**src/rtl/midi_event_tx.sv**
```systemverilog
// rtl/midi_event_tx.sv - MIDI event framer and 31250-baud 8N1 serialiser
// Optional running-status compression: define MIDI_TX_RUNNING_STATUS_EN.
module midi_event_tx #(
    parameter int CLK_DIV = 512
) (
    input  logic       clk,
    input  logic       rst,
    input  logic       midi_event_valid,
    input  logic [7:0] midi_command,
    input  logic [6:0] midi_parameter_1,
    input  logic [6:0] midi_parameter_2,
    output logic       midi_event_ack,
    output logic       serial_tx,
    output logic       busy
);

    localparam int CW = $clog2(CLK_DIV);
    localparam logic [CW-1:0] CNT_MAX = CW'(CLK_DIV - 1);

    typedef enum logic [1:0] {IDLE, START, DATA, STOP} state_t;

    state_t       state, state_next;
    logic [CW-1:0] baud_cnt;
    logic [2:0]   bit_idx;
    logic [1:0]   byte_idx, last_q, last_idx, first_idx;
    logic [7:0]   cmd_q, cur_byte;
    logic [6:0]   p1_q, p2_q;
    logic         accept, bit_done;

    assign accept   = midi_event_valid && (state == IDLE) && !midi_event_ack;
    assign bit_done = (baud_cnt == CNT_MAX);

    // Byte positions: 0 = status, 1 = first data byte, 2 = second data byte.
    always_comb begin
        last_idx = 2'd2;
        case (midi_command[7:4])
            4'hC, 4'hD: last_idx = 2'd1;
            4'hF:       last_idx = 2'd0;
            default:    last_idx = 2'd2;
        endcase
    end

`ifdef MIDI_TX_RUNNING_STATUS_EN
    logic [7:0] rs_q;
    logic       channel_voice;

    assign channel_voice = (midi_command[7:4] != 4'hF);
    assign first_idx     = (channel_voice && midi_command == rs_q) ? 2'd1 : 2'd0;

    // Real-time bytes (0xF8-0xFF) must not disturb an ongoing running status.
    always_ff @(posedge clk) begin
        if (rst) begin
            rs_q <= 8'h00;
        end else if (accept && midi_command[7]) begin
            if (channel_voice)
                rs_q <= midi_command;
            else if (!midi_command[3])
                rs_q <= 8'h00;
        end
    end
`else
    assign first_idx = 2'd0;
`endif

    always_comb begin
        case (byte_idx)
            2'd0:    cur_byte = cmd_q;
            2'd1:    cur_byte = {1'b0, p1_q};
            default: cur_byte = {1'b0, p2_q};
        endcase
    end

    always_ff @(posedge clk) begin
        if (rst) begin
            state          <= IDLE;
            baud_cnt       <= '0;
            bit_idx        <= 3'd0;
            byte_idx       <= 2'd0;
            last_q         <= 2'd0;
            cmd_q          <= 8'h00;
            p1_q           <= 7'h00;
            p2_q           <= 7'h00;
            midi_event_ack <= 1'b0;
        end else begin
            state          <= state_next;
            midi_event_ack <= accept;
            if (state == IDLE || state_next != state || bit_done)
                baud_cnt <= '0;
            else
                baud_cnt <= baud_cnt + 1'b1;
            if (accept) begin
                cmd_q    <= midi_command;
                p1_q     <= midi_parameter_1;
                p2_q     <= midi_parameter_2;
                last_q   <= last_idx;
                byte_idx <= first_idx;
                bit_idx  <= 3'd0;
            end
            if (state == DATA && bit_done)
                bit_idx <= bit_idx + 3'd1;
            if (state == STOP && bit_done)
                byte_idx <= byte_idx + 2'd1;
        end
    end

    always_comb begin
        state_next = state;
        case (state)
            IDLE:  if (accept && midi_command[7]) state_next = START;
            START: if (bit_done) state_next = DATA;
            DATA:  if (bit_done && bit_idx == 3'd7) state_next = STOP;
            STOP:  if (bit_done) state_next = (byte_idx == last_q) ? IDLE : START;
            default: state_next = IDLE;
        endcase
    end

    always_comb begin
        serial_tx = 1'b1;
        case (state)
            START:   serial_tx = 1'b0;
            DATA:    serial_tx = cur_byte[bit_idx];
            default: serial_tx = 1'b1;
        endcase
        busy = (state != IDLE);
    end

endmodule

```
**config.mk**
```make
export PLATFORM = sky130hd
export DESIGN_NAME = midi_event_tx
export DESIGN_NICKNAME = d
export VERILOG_FILES = /design/src/rtl/midi_event_tx.sv
export SDC_FILE = /design/constraint.sdc
export NUM_CORES = 1
export LEC_CHECK = 0
export CAP_MARGIN = 25
export CORE_UTILIZATION = 50
export CTS_CLUSTER_DIAMETER = 30
export CTS_CLUSTER_SIZE = 28
export DETAILED_ROUTE_END_ITERATION = 8
export GPL_TIMING_DRIVEN = 0
export PLACE_DENSITY = 0.78
export SYNTH_ARGS = -nofsm -noshare
export SYNTH_HDL_FRONTEND = slang
export SYNTH_SLANG_ARGS = --single-unit
export TNS_END_PERCENT = 30
```
**constraint.sdc**
```tcl
create_clock -name clk -period 2.3 [get_ports clk]
set_input_delay 0.23 -clock clk [delete_from_list [all_inputs] [get_ports clk]]
set_output_delay 0.23 -clock clk [all_outputs]
set_load 0.05 [all_outputs]
```
### Yosys cells after proc, flatten, opt, wreduce, memory -nomap -nowiden

Index checks and enable logic that the tools add are counted.

| operators by class | value |
|---|---|
| add/sub/neg operators | 3 |
| magnitude comparators | 1 |
| equality and inequality tests | 11 |
| multiplexer cells | 15 |
| reduce and logical (&&, ||, !) cells | 16 |

Operator list:

| cell | number |
|---|---|
| $pmux 8 s2 | 1 |
| $eq 4x4->1 const B | 3 |
| $mux 2 | 6 |
| $add 9x1->9 const B | 1 |
| $eq 9x9->1 const B | 1 |
| $pmux 2 s4 | 1 |
| $logic_and 1x1->1 | 6 |
| $mux 3 | 2 |
| $reduce_bool 2->1 | 3 |
| $eq 2x1->1 const B | 2 |
| $eq 2x2->1 const B | 2 |
| $logic_not 2->1 | 2 |
| $lt 3x4->1 const B | 1 |
| $pmux 2 s2 | 1 |
| $reduce_or 2->1 | 2 |
| $add 3x1->3 const B | 1 |
| $bmux 1 s3 | 1 |
| $eq 3x3->1 const B | 1 |
| $add 2x1->2 const B | 1 |
| $eq 2x2->1 | 1 |
| $logic_or 1x1->1 | 2 |
| $mux 1 | 2 |
| $ne 2x2->1 | 1 |
| $pmux 1 s2 | 1 |
| $logic_not 1->1 | 1 |

| storage, ports and cells | value |
|---|---|
| register bits | 41 |
| bits of input ports | 25 |
| output and inout bits | 3 |

### Longest topological paths before layout

Gate-level depths: netlist (run 1).

| logic depth | value |
|---|---|
| depth in word-level cells | 10 |
| gate-level depth with buffers | 9 |
| mapped depth without buffers | 9 |

### Least setup slack after synthesis (run 1)

Ideal clock, no wire load.

| timing path | value |
|---|---|
| path kind | reg2out |
| from | register byte_idx[0] |
| to | output port serial_tx |
| arrival time | 2,208 ps |
| slack | -138 ps |
| stages on the path, launching flop included | 8 |
| path through | dfxtp_1 > inv_1 > ha_1 > buf_2 > or3b_2 > a21oi_1 > o32ai_1 > o22ai_1 |

| on the way | value |
|---|---|
| word-level cells in the longest chain between the ends | 5 |
| elaborated cells on any way between the ends | 6 |
| classes of those cells | eq/ne: 1; mux: 4; reduce/logical: 1 |

RTL lines:

| item | RTL line | RTL |
|---|---|---|
| start: declaration | 25 | `logic [1:0] byte_idx, last_q, last_idx, first_idx;` |
| start signal: assignment | 96 | `byte_idx <= first_idx;` |
| start signal: assignment | 102 | `byte_idx <= byte_idx + 2'd1;` |
| $eq 2x1->1 or $logic_not 2->1 (tied branches) | 66 | `case (byte_idx)` |
| $pmux 8 s2 * | 66 |  |
| $bmux 1 s3 * | 121 | `DATA: serial_tx = cur_byte[bit_idx];` |
| $mux 1 (not written as such) * | 121 |  |
| $pmux 1 s2 * | 119 | `case (state)` |
| end: declaration | 13 | `output logic serial_tx,` |

Mark *: on every way between the ends. The rest lies on a longest branch, timed or not. The select of a mux whose other input is x is not followed.

### Final worst setup path (run 1)

Ends and elaborated chain as after synthesis.

==> results of run 1 <==
==> cell families after synthesis <==
logic type / count (synthesis)
buffers and inverters: 21
XOR/XNOR: 10
AND/OR/NAND/NOR: 101
adder cells (fa/ha/maj): 7
multiplexers: 1
flip-flops: 41
AO/OA/AOI/OAI: 47
==> sequential cells by signal, indices dropped and copies added (netlist names) <==
register and flops:
cmd_q 8, last_q 2, bit_idx 3, baud_cnt 9, p1_q 7, byte_idx 2, p2_q 7, state 2
midi_event_ack 1
==> critical path, cell delays in order, from the launching register on <==
cell,delay (ns)
dfxtp_4,0.38
inv_2,0.06
ha_4,0.19
or3b_2,0.48
a21oi_2,0.15
o32ai_1,0.11
o22ai_2,0.16
buf_6,0.18
==> area by class of cell <==
class,count,share of cell area
plain buffers,11,0.0423
repair buffers,28,0.116
multi-input cells,166,0.420
flip-flops and latches,41,0.349
clock inverters,2,0.00423
clock buffers,6,0.0307
well taps,48,0.0254
inverters,8,0.0127
==> metal layers <==
layer	GRT usage	wire length, µm
met4	0.0824	52
met2	0.366	1920
met3	0.0607	181
met5	0	0
met1	0.272	1950
==> per-stage QoR <==
| stage | cells | hold WS, ns |
|---|---|---|
| floorplan | 228 | 0.365 |
| global placement | 302 | 0.430 |
| detailed placement | 302 | 0.445 |
| CTS | 308 | 0.175 |
| global route | 310 | 0.210 |
| finish | 310 | 0.178 |
==> repair_timing <==
item,4_1_cts,5_1_grt
gates cloned,0,0
setup endpoints to repair,1,1
gates resized for setup,12,6
pin swaps,0,2
setup buffers,0,2
==> power breakdown <==
group	total, mW	switching, mW	internal, mW
registers	0.760	0.0193	0.741
clock network	0.449	0.239	0.210
logic	0.213	0.110	0.103
total	1.42	0.368	1.05
==> layout by cell type (no fill, tap or decap), types with 2 or more instances in the layout <==
| cell type | n |
|---|---|
| clkdlybuf4s50_1 | 25 |
| xnor2_1 | 7 |
| clkinv_2 | 2 |
| a211oi_1 | 2 |
| a22oi_1 | 3 |
| a21oi_1 | 22 |
| dlygate4sd1_1 | 2 |
| a21oi_2 | 4 |
| buf_2 | 2 |
| a211o_1 | 2 |
| xor2_1 | 3 |
| a221oi_1 | 2 |
| nand3b_1 | 3 |
| dfxtp_1 | 40 |
| buf_6 | 7 |
| clkbuf_2 | 2 |
| nand3_1 | 5 |
| nor3_1 | 3 |
| nor2_1 | 20 |
| a32oi_1 | 2 |
| ha_1 | 5 |
| inv_1 | 6 |
| nand2_1 | 58 |
| ha_4 | 2 |
| clkbuf_8 | 5 |
| inv_2 | 2 |
==> worst min-delay path by stage <==
stage,slack [ns],end
floorplan,0.37,p2_q[4]$_SDFFE_PP0P_
global placement,0.43,baud_cnt[0]$_SDFF_PP0_
detailed placement,0.44,p2_q[3]$_SDFFE_PP0P_
CTS,0.18,p2_q[4]$_SDFFE_PP0P_
global route,0.21,p2_q[4]$_SDFFE_PP0P_
finish,0.18,p2_q[4]$_SDFFE_PP0P_
==> flow_metrics.tcl, run 1 <==
set metrics [dict create \
    synth_top_family_by_area "simple AND/OR/NAND/NOR gates" \
    hold_viol 0 \
    ys_async_sr_fraction 0 \
    fmax_mhz 447 \
    netlist_top_cells_area "dfxtp_1 (43%), nand2_1 (11%), a21oi_1 (6.0%), ha_1 (4.6%), nor2_1 (4.1%)" \
    syn_area_per_cell_um2 8.38 \
    startpoint_type "register" \
    peakVddDrop_mv 0.389 \
    synth_mux_area_frac 0.00524 \
    grt_usage 0.221 \
    yosysTopAreaCell "dfxtp_1" \
    synthCells 228 \
    final_area_mm2 0.00236 \
    layout.nets 293 \
    synth-simple-area-share 0.239 \
    critPathLaunch "byte_idx[0]$_SDFFE_PP0P_" \
    io_pins 28 \
    critPathCaptureType "output pin" \
    ys_types 43 \
    drv_slew 0 \
    finalPower_mw 1.42 \
    yosysMostFrequentCell "nand2_1" \
    grt_max_degree 13 \
    ys_seq_area_frac 0.430 \
    dp_hpwl_um 2950 \
    synth_top_cell_area_share 0.430 \
    cellLeakagePower_nw 0.877 \
    areaGrowthSynthToFinish_pct 23.8 \
    cp-endpoint "serial_tx" \
    yosys_warnings 0 \
    cts_tree "yes" \
    row_count 22 \
    final_core_util 0.646 \
    hold_class "primary input to register" \
    synth-seq-cells 41 \
    antenna_found_initial 0 \
    worstPathRequired_ns 2.07 \
    synth_xor_area_frac 0.0458 \
    fp.dieArea_mm2 0.00407 \
    synth-adder-area-share 0.0458 \
    fin_crit_sh 0.973 \
    r2r_end "baud_cnt[0]$_SDFF_PP0_" \
    port_buffers 26 \
    antenna-diode-count 0 \
    pre_cts_ws_ns -0.448 \
    htreeDepth 2 \
    tightest_slew_ns 0.671 \
    clock_path_buffers 2 \
    synth_commonest_cells "nand2_1 (58), dfxtp_1 (41), a21oi_1 (23)" \
    ant_nets 0 \
    critical_path_class "register to output pin" \
    routedWlPerCell_um 13.2 \
    synth_nets 260 \
    r2r_start "baud_cnt[0]$_SDFF_PP0_" \
    syn-cell-area_mm2 0.00191 \
    clk_latency_ns 0.29 \
    max_cap_viol_count 0 \
    synth-compound-area-share 0.162 \
    rr_worst_depth 8 \
    grt_pass1_vias 1533 \
    firstDrtPassIters 4 \
    clkSinkCount 41 \
    grt_overflow 0 \
    gp_congestion 0.759 \
    start_util 0.522 \
    viasPerCell 5.26 \
    grt_first_pass_wirelength_um 6850 \
    fin_tns_setup_ns 0 \
    slew_headroom 0.551 \
    p_per_area_mw_per_mm2 601 \
    multi_input_area_um2 993 \
    drc 0 \
    coreArea_mm2 0.00366 \
    cts_buffers 5 \
    hold_depth 2 \
    layout-drive-gt1-share 0.145 \
    critPathArrivalTime_ns 2.01 \
    clk_pin_slew_ns 0.08 \
    vias 1632 \
    hold_path_startpoint "rst" \
    nFillCells 313 \
    synth_edf_count 0 \
    die_w_um 63.8 \
    outcome "completed" \
    place_area_mm2 0.00224 \
    finClkSkew_ns 0.00664 \
    timing.final.ws_setup_ns 0.0616 \
    crit_fanout 6 \
    min_period_ns 2.24 \
    postSynth.topFlopCell "dfxtp_1" \
    clockRootBuffer "clkbuf_8" \
    setup_violations 0 \
    r2r_slack_ns 0.24 \
    die_y_um 63.8 \
    routed_wirelength_um 4100 \
    drt_iter0_drc 88 \
    hold_buffers 0 \
    layout.area.seq_um2 825 \
]
No activity file was read; power rests on OpenSTA's default activity.
==> run 2, diff against run 1 <==
--- a/config.mk
+++ b/config.mk
@@ -6,12 +6,12 @@
 export NUM_CORES = 1
 export LEC_CHECK = 0
 export CAP_MARGIN = 25
-export CORE_UTILIZATION = 50
+export CORE_UTILIZATION = 40
 export CTS_CLUSTER_DIAMETER = 30
 export CTS_CLUSTER_SIZE = 28
 export DETAILED_ROUTE_END_ITERATION = 8
 export GPL_TIMING_DRIVEN = 0
-export PLACE_DENSITY = 0.78
+export PLACE_DENSITY = 0.66
 export SYNTH_ARGS = -nofsm -noshare
 export SYNTH_HDL_FRONTEND = slang
 export SYNTH_SLANG_ARGS = --single-unit
==> run 2 against run 1 <==
Global-route usage is 4.9 points lower. Worst hold slack better by 0.0051 ns. Highest routed layer unchanged. Die area is 24% higher. First-iteration DRC count is 25% higher. The flow now finishes with violations (design-rule violations). Wire length is 1.6% lower.
==> flow_metrics.tcl, run 2 (same netlist as run 1, synthesis figures left out) <==
set metrics [dict create \
    r2r_end "baud_cnt[7]$_SDFF_PP0_" \
    r2r_slack_ns 0.25 \
    critPathArrivalTime_ns 1.93 \
    grt_setup_unrepaired "false" \
    grt_overflow 0 \
    critPathLaunch "byte_idx[0]$_SDFFE_PP0P_" \
    clkSinkCount 41 \
    cts_buffers 5 \
    drv_slew 0 \
    layout_commonest_cell "nand2_1" \
    io_pins 28 \
    layout.nets 292 \
    final_core_util 0.531 \
    worstPathRequired_ns 2.07 \
    clk_latency_ns 0.30 \
    firstDrtPassIters 9 \
    hold-path-endpoint "state[0]$_SDFF_PP0_" \
    htreeDepth 2 \
    clk_pin_slew_ns 0.08 \
    cts_tree "yes" \
    r2r_start "baud_cnt[0]$_SDFF_PP0_" \
    grt_max_degree 14 \
    tightest_slew_ns 0.642 \
    slowest_delay_ns 0.37 \
    clockRootBuffer "clkbuf_8" \
    die_y_um 71.1 \
    dp_hpwl_um 2920 \
    hold_depth 2 \
    start_util 0.427 \
    fp.dieArea_mm2 0.00506 \
    rr_worst_depth 8 \
    hold_class "primary input to register" \
    peakVddDrop_mv 0.329 \
    drt_iter0_drc 110 \
    die_w_um 71.1 \
    cellLeakagePower_nw 0.879 \
    crit_fanout 6 \
    grt_first_pass_wirelength_um 6620 \
    hold_buffers 0 \
    hold_viol 0 \
    routed_wirelength_um 4040 \
    hold_path_startpoint "rst" \
    final_cell_mix "nand2_1 (58), dfxtp_1 (39), clkdlybuf4s50_1 (25)" \
    p_per_area_mw_per_mm2 617 \
    min_period_ns 2.16 \
    ant_nets 0 \
    viasPerCell 5.11 \
    setup_violations 0 \
    fin_tns_setup_ns 0 \
    slew_headroom 0.570 \
    largest_reg_flops 9 \
    outcome "finished with violations" \
    cp_slowest_cell "dfxtp_4" \
    path_buf_inv 3 \
    drc 3 \
    startpoint_type "register" \
    crit_path_cell_trace "inv_2, ha_4, clkbuf_2, nand2_1, a311o_2, o22ai_2, buf_6" \
    port_buffers 26 \
    areaGrowthSynthToFinish_pct 24.3 \
    largest_registers "baud_cnt: 9 flops, cmd_q: 8 flops" \
    vias 1598 \
    finalPower_mw 1.47 \
    clock_path_buffers 2 \
    coreArea_mm2 0.00447 \
    grt_usage 0.172 \
    finClkSkew_ns 0.00983 \
    antenna_found_initial 0 \
    critPathCaptureType "output pin" \
    max_cap_viol_count 0 \
    row_count 24 \
    nFillCells 440 \
    violations "design-rule violations" \
    critical_path_class "register to output pin" \
    grt_pass1_vias 1443 \
    fin_crit_sh 0.940 \
    routedWlPerCell_um 12.9 \
    layout-drive-gt1-share 0.146 \
    regMostFlops "baud_cnt" \
    gp_congestion 0.837 \
    fmax_mhz 462 \
    path_delay_family "compound AO/OA/AOI/OAI gates" \
    antenna-diode-count 0 \
]
==> run 2: timing repair <==
item | 4_1_cts | 5_1_grt
pin swaps | 0 | 2
setup buffers | 0 | 1
gates resized for setup | 12 | 7
endpoints found under the setup margin | 1 | 1
==> run 2: routing by layer <==
metal  part of all wire  track usage  vias to the layer above
met5                  0            0                        -
met4              0.016       0.0800                        0
met3              0.034       0.0427                        7
met2               0.45        0.265                       26
met1               0.50        0.228                      724
li1                   -            -                      841
==> run 2: report_power, final <==
part           switching (mW)  internal, mW  leakage [nW]
Combinational           0.109         0.102         0.492
Sequential             0.0194         0.741         0.336
Clock                   0.251         0.243        0.0512
==> run 2: worst max-delay path by stage <==
stage | to | cells past startpoint
finish | serial_tx | 7
global route | serial_tx | 7
CTS | serial_tx | 7
detailed placement | serial_tx | 8
global placement | serial_tx | 8
floorplan | serial_tx | 7
==> run 2: through the flow <==
step                setup WS, ns  instance area (µm²)  std cells  hold WS (ns)
floorplan                  0.190                 1920        228         0.365
global placement          -0.464                 2240        306         0.432
detailed placement        -0.446                 2240        306         0.443
CTS                      0.00158                 2340        312         0.177
global route              0.0271                 2370        313         0.185
finish                     0.137                 2370        313         0.183
==> run 2: area by class of cell <==
cell class	instances	area, µm²	share of cell area
Sequential cell	41	826	0.348
Tap cell	52	65.1	0.0274
Clock inverter	2	13.8	0.00580
Clock buffer	6	82.6	0.0348
Multi-Input combinational cell	166	991	0.417
Buffer	11	100	0.0421
Timing Repair Buffer	27	267	0.112
Inverter	8	30.0	0.0126
==> run 3, diff against run 2 <==
--- a/config.mk
+++ b/config.mk
@@ -6,6 +6,7 @@
 export NUM_CORES = 1
 export LEC_CHECK = 0
 export CAP_MARGIN = 25
+export CORE_MARGIN = 2
 export CORE_UTILIZATION = 40
 export CTS_CLUSTER_DIAMETER = 30
 export CTS_CLUSTER_SIZE = 28
==> run 3 against run 2 <==
The run now ends clean. Largest power group unchanged. Clock skew is 0.0057 ns lower. Critical endpoint unchanged. Combinational power hardly changed. Die area is 5.7% higher. Worst hold slack better by 0.00065 ns. Critical path depth rose by 1. Cell area is 0.42% higher.
==> flow_metrics.tcl, run 3 (same netlist as run 1, synthesis figures left out) <==
set metrics [dict create \
    areaGrowthSynthToFinish_pct 24.8 \
    tightest_slew_ns 0.734 \
    holdWs_ns 0.183 \
    nFillCells 443 \
    viasPerCell 5.14 \
    fp.dieArea_mm2 0.00535 \
    path_delay_family "simple AND/OR/NAND/NOR gates" \
    largest_reg_flops 9 \
    p_per_area_mw_per_mm2 604 \
    fin_crit_sh 0.954 \
    drc 0 \
    setup_violations 0 \
    layout-drive-gt1-share 0.152 \
    regMostFlops "baud_cnt" \
    max_cap_viol_count 0 \
    die_y_um 73.1 \
    row_count 25 \
    largest_registers "baud_cnt: 9 flops, cmd_q: 8 flops" \
    hold_viol 0 \
    firstDrtPassIters 4 \
    layout.cells.non_filler 317 \
    critical_path_class "register to output pin" \
    slowest_delay_ns 0.40 \
    grt_pass1_vias 1607 \
    routed_wirelength_um 4150 \
    clockRootBuffer "clkbuf_8" \
    multi_input_area_um2 990 \
    vias 1628 \
    cts_tree "yes" \
    layout_commonest_cell "nand2_1" \
    grt_first_pass_wirelength_um 6960 \
    critPathArrivalTime_ns 1.96 \
    slew_headroom 0.509 \
    start_util 0.410 \
    hold_class "primary input to register" \
    port_buffers 26 \
    antenna-diode-count 0 \
    coreArea_mm2 0.00466 \
    grt_use_met3 0.0401 \
    critPathCaptureType "output pin" \
    routedWlPerCell_um 13.1 \
    final_area_mm2 0.00238 \
    hold_buffers 0 \
    final_cell_mix "nand2_1 (58), dfxtp_1 (39), clkdlybuf4s50_1 (25)" \
    grt_max_degree 14 \
    place_area_mm2 0.00224 \
    cp_common_cell "buf_6" \
    clk_latency_ns 0.30 \
    top_usage_layer "met2" \
    r2r_slack_ns 0.34 \
    htreeDepth 2 \
    min_period_ns 2.19 \
    fmax_mhz 456 \
    crit_path_cell_trace "inv_1, ha_1, buf_6, or3b_4, a21oi_2, o32ai_2, o22ai_2, buf_6" \
    layout.area.seq_um2 823 \
    startpoint_type "register" \
    grt_usage 0.171 \
    use_met2 0.300 \
    layout.nets 294 \
    io_pins 28 \
    cellLeakagePower_nw 0.887 \
    dp_hpwl_um 2980 \
    clock_path_buffers 2 \
    drv_slew 0 \
    place_inst 308 \
    cp_slowest_cell "or3b_4" \
    cts_buffers 5 \
    clk_pin_slew_ns 0.08 \
    finClkSkew_ns 0.00416 \
    clkSinkCount 41 \
    gp_congestion 0.812 \
    path_buf_inv 3 \
    worstPathRequired_ns 2.07 \
    die_w_um 73.1 \
    outcome "completed" \
    ant_nets 0 \
    antenna_found_initial 0 \
    fin_tns_setup_ns 0 \
    drt_iter0_drc 67 \
    peakVddDrop_mv 0.437 \
    grt_overflow 0 \
    met1_usage 0.195 \
    crit_fanout 10 \
]
run 3: worst paths after layout:
check	startpoint	end	depth (start not counted)
worst max-delay path	byte_idx[0]$_SDFFE_PP0P_	serial_tx	8
worst min-delay path	rst	state[0]$_SDFF_PP0_	2
worst min register to register	baud_cnt[0]$_SDFF_PP0_	baud_cnt[0]$_SDFF_PP0_	1
worst max register to register	baud_cnt[0]$_SDFF_PP0_	byte_idx[1]$_SDFFE_PP0P_	8
run 3: routing by layer:
layer | up-vias | part of all wire
li1 | 836 | -
met1 | 757 | 0.46
met2 | 28 | 0.48
met3 | 7 | 0.041
met4 | 0 | 0.020
met5 | - | 0
run 3: cell type report:
class / count / area share
multi-input cells: 166 / 0.415
flip-flops and latches: 41 / 0.345
repair buffers: 28 / 0.116
plain buffers: 12 / 0.0467
clock buffers: 5 / 0.0289
well taps: 54 / 0.0283
inverters: 8 / 0.0126
clock inverters: 3 / 0.00735
run 3: timing repair:
| action | in CTS | in global routing |
|---|---|---|
| setup endpoints to repair | 1 | 6 |
| resized for setup | 13 | 6 |
| hold endpoints to repair | 0 | 0 |
| gates cloned | 0 | 0 |
| setup buffers | 1 | 1 |
| pin swaps | 1 | 1 |
run 3: worst register-to-register path, stage by stage (launching register included):
cell     delay (ns)
dfxtp_1        0.33
ha_1           0.23
nand2_1        0.07
nor2_1         0.05
and3_1         0.20
ha_1           0.21
and3_2         0.24
or3_2          0.41
a21oi_1        0.15
run 3: power by group:
part	internal [mW]	switching (mW)	leakage, nW
registers	0.742	0.0203	0.335
logic	0.103	0.108	0.507
clock network	0.209	0.256	0.0439
total	1.05	0.385	0.887
run 3: per-stage QoR:
step	total power, mW	util	worst slack (ns)
floorplan	0.905	-	0.190
global placement	0.986	0.482	-0.431
detailed placement	0.989	0.482	-0.429
CTS	1.45	0.505	0.0280
global route	1.50	0.512	-0.00235
finish	1.44	0.512	0.106
==> RTL change, RTL diff (config.mk and constraints of run 3) <==
The option `MIDI_TX_RUNNING_STATUS_EN` is turned on by a define.
--- a/src/rtl/midi_event_tx.sv
+++ b/src/rtl/midi_event_tx.sv
@@ -1,4 +1,6 @@
 // rtl/midi_event_tx.sv - MIDI event framer and 31250-baud 8N1 serialiser
 // Optional running-status compression: define MIDI_TX_RUNNING_STATUS_EN.
+`define MIDI_TX_RUNNING_STATUS_EN
+
 module midi_event_tx #(
     parameter int CLK_DIV = 512
Behaviour: no difference found for any inputs over 10 cycles, from zero or initial values and one cycle with rst high; that may be too few to reach the edited logic, so the function may still have changed.
==> RTL change against run 3 <==
  * The flow now finishes with violations (setup timing)
  * Combinational power rose by 9.9%
  * Wire length grew 17%
  * Non-clock buffer count up 1
  * Power grew 24%
  * Core utilization shrank 0.56 points
  * Register-to-register slack worse by 110 ps
  * Largest cell class unchanged
  * Worst setup slack worse by 140 ps
  * Global-route usage is 0.54 points lower
  * Critical endpoint unchanged
  * Final area is 15% higher
  * Clock power up 38%
  * Sequential share of layout area rose by 1.3 points
  * Synthesized area increased by 16%
  * Sequential cell count up 8
  * Hold slack improved by 160 ps
==> RTL change: results (changes against run 3) <==
- Biggest registers after layout: baud_cnt x9, cmd_q x8, rs_q x8 (was baud_cnt x9, cmd_q x8)
- Number of vias in the routed layout: 1890 (was 1628)
- # port buffers: 24 (was 26)
- Leakage: 0.998 nW (was 0.887 nW)
- Setup Viol. Count Final: 1 (was 0)
- Global placement routability congestion: 0.789 (was 0.812)
- Hold depth: 3 (was 2)
- Critical-path top delay cell: dfxtp_4 (was or3b_4)
- Pin count of the biggest net entering global routing: 16 (was 14)
- Worst Max-Slew Pin Slew: 633 ps (was 734 ps)
- Final HPWL DP: 3.44 mm (was 2.98 mm)
- CP Max Fanout: 6 (was 10)
- Register area share after synthesis: 44.2% (was 43.0%)
- Placement Setup Slack: -681 ps (was -429 ps)
- Synth top cells by count: 54 x nand2_1, 49 x dfxtp_1, 33 x a21oi_1, 24 x nor2_1 (was 58 x nand2_1, 41 x dfxtp_1, 23 x a21oi_1, 21 x nor2_1, 8 x inv_1)
- PnR worst setup slack: -31.2 ps (was 106 ps)
- Worst reg2reg setup slack: 230 ps (was 340 ps)
- Outcome: finished, violations left (was finished clean)
- First-pass GRT wire length: 8.13 mm (was 6.96 mm)
- Critical Path Max Stage Delay: 380 ps (was 400 ps)
- Final #Nets: 329 (was 294)
- 1st-iter DRT viols: 45 (was 67)
- RR Startpoint: baud_cnt[2] (was baud_cnt[0])
- Final hold slack: 340 ps (was 183 ps)
- Detailed-route wire length: 4.84 mm (was 4.15 mm)
- Violated checks: setup timing
RTL change: changes by cell type in the layout (fill, tap and decap cells not counted), moves of 5 or more:
cell,change
a21oi_1,+11
a22oi_1,+5
buf_6,-7
clkbuf_1,+9
dfxtp_1,+8
RTL change: per-stage QoR:
stage	std cells	total power, mW	util (%)
after global placement	360	1.16	47.2
after floorplan	264	1.07	-
after CTS	369	1.81	50.4
after global routing	370	1.86	50.6
final	370	1.79	50.6
after detailed placement	360	1.16	47.2
RTL change: cell families after synthesis:
group / Yosys count / synth area share, %
xor+xnor: 16 / 6.32
simple gates: 106 / 21.8
mux: 3 / 1.98
compound gates: 60 / 17.4
buf+inv: 23 / 4.23
flops: 49 / 44.2
fa+ha+maj: 7 / 3.95
RTL change: what timing repair did:
item | CTS | global route
gates resized for setup | 19 | 2
buffers inserted | 3 | 1
pin swaps | 5 | 5
endpoints found under the setup margin | 1 | 1
RTL change: per-layer routing:
layer  track usage [%]  vias to the layer above  share of wire [%]
met2              29.4                       23                 48
met1              20.1                      893                 48
met4              5.61                        0                1.2
met5                 0                        -                  0
li1                  -                      969                  -
met3              3.22                        5                2.5
RTL change: worst register-to-register path, delay by kind of cell, from the launching register on:
| family | cells | cell delay [ps] |
|---|---|---|
| adders and majority gates | 1 | 200 |
| and+or+nand+nor | 5 | 810 |
| DFF | 1 | 400 |
| AOI/OAI and AO/OA | 1 | 530 |
RTL change: area by class of cell:
cell class | count | area, sq um
multi-input combinational | 192 | 1200
sequential | 49 | 986
fill | 537 | 2690
inverter | 8 | 30.0
tap | 72 | 90.1
clock inverter | 2 | 37.5
timing repair buffer | 28 | 272
buffer | 13 | 53.8
clock buffer | 6 | 82.6
RTL change: worst max path at each step:
stage                           start   endpoint  slack (ps)  depth (start not counted)
after floorplan           byte_idx[0]  serial_tx           5                          7
after detailed placement  byte_idx[0]  serial_tx        -680                          8
after CTS                 byte_idx[1]  serial_tx         -60                          7
after global placement    byte_idx[0]  serial_tx        -680                          8
after global routing      byte_idx[0]  serial_tx        -140                          7
final                     byte_idx[0]  serial_tx         -30                          8
RTL change: power by group:
group,internal (mW),switching [mW],total [mW]
combinational,0.103,0.130,0.233
clock,0.354,0.289,0.643
sequential,0.887,0.0236,0.910
total,1.34,0.443,1.79
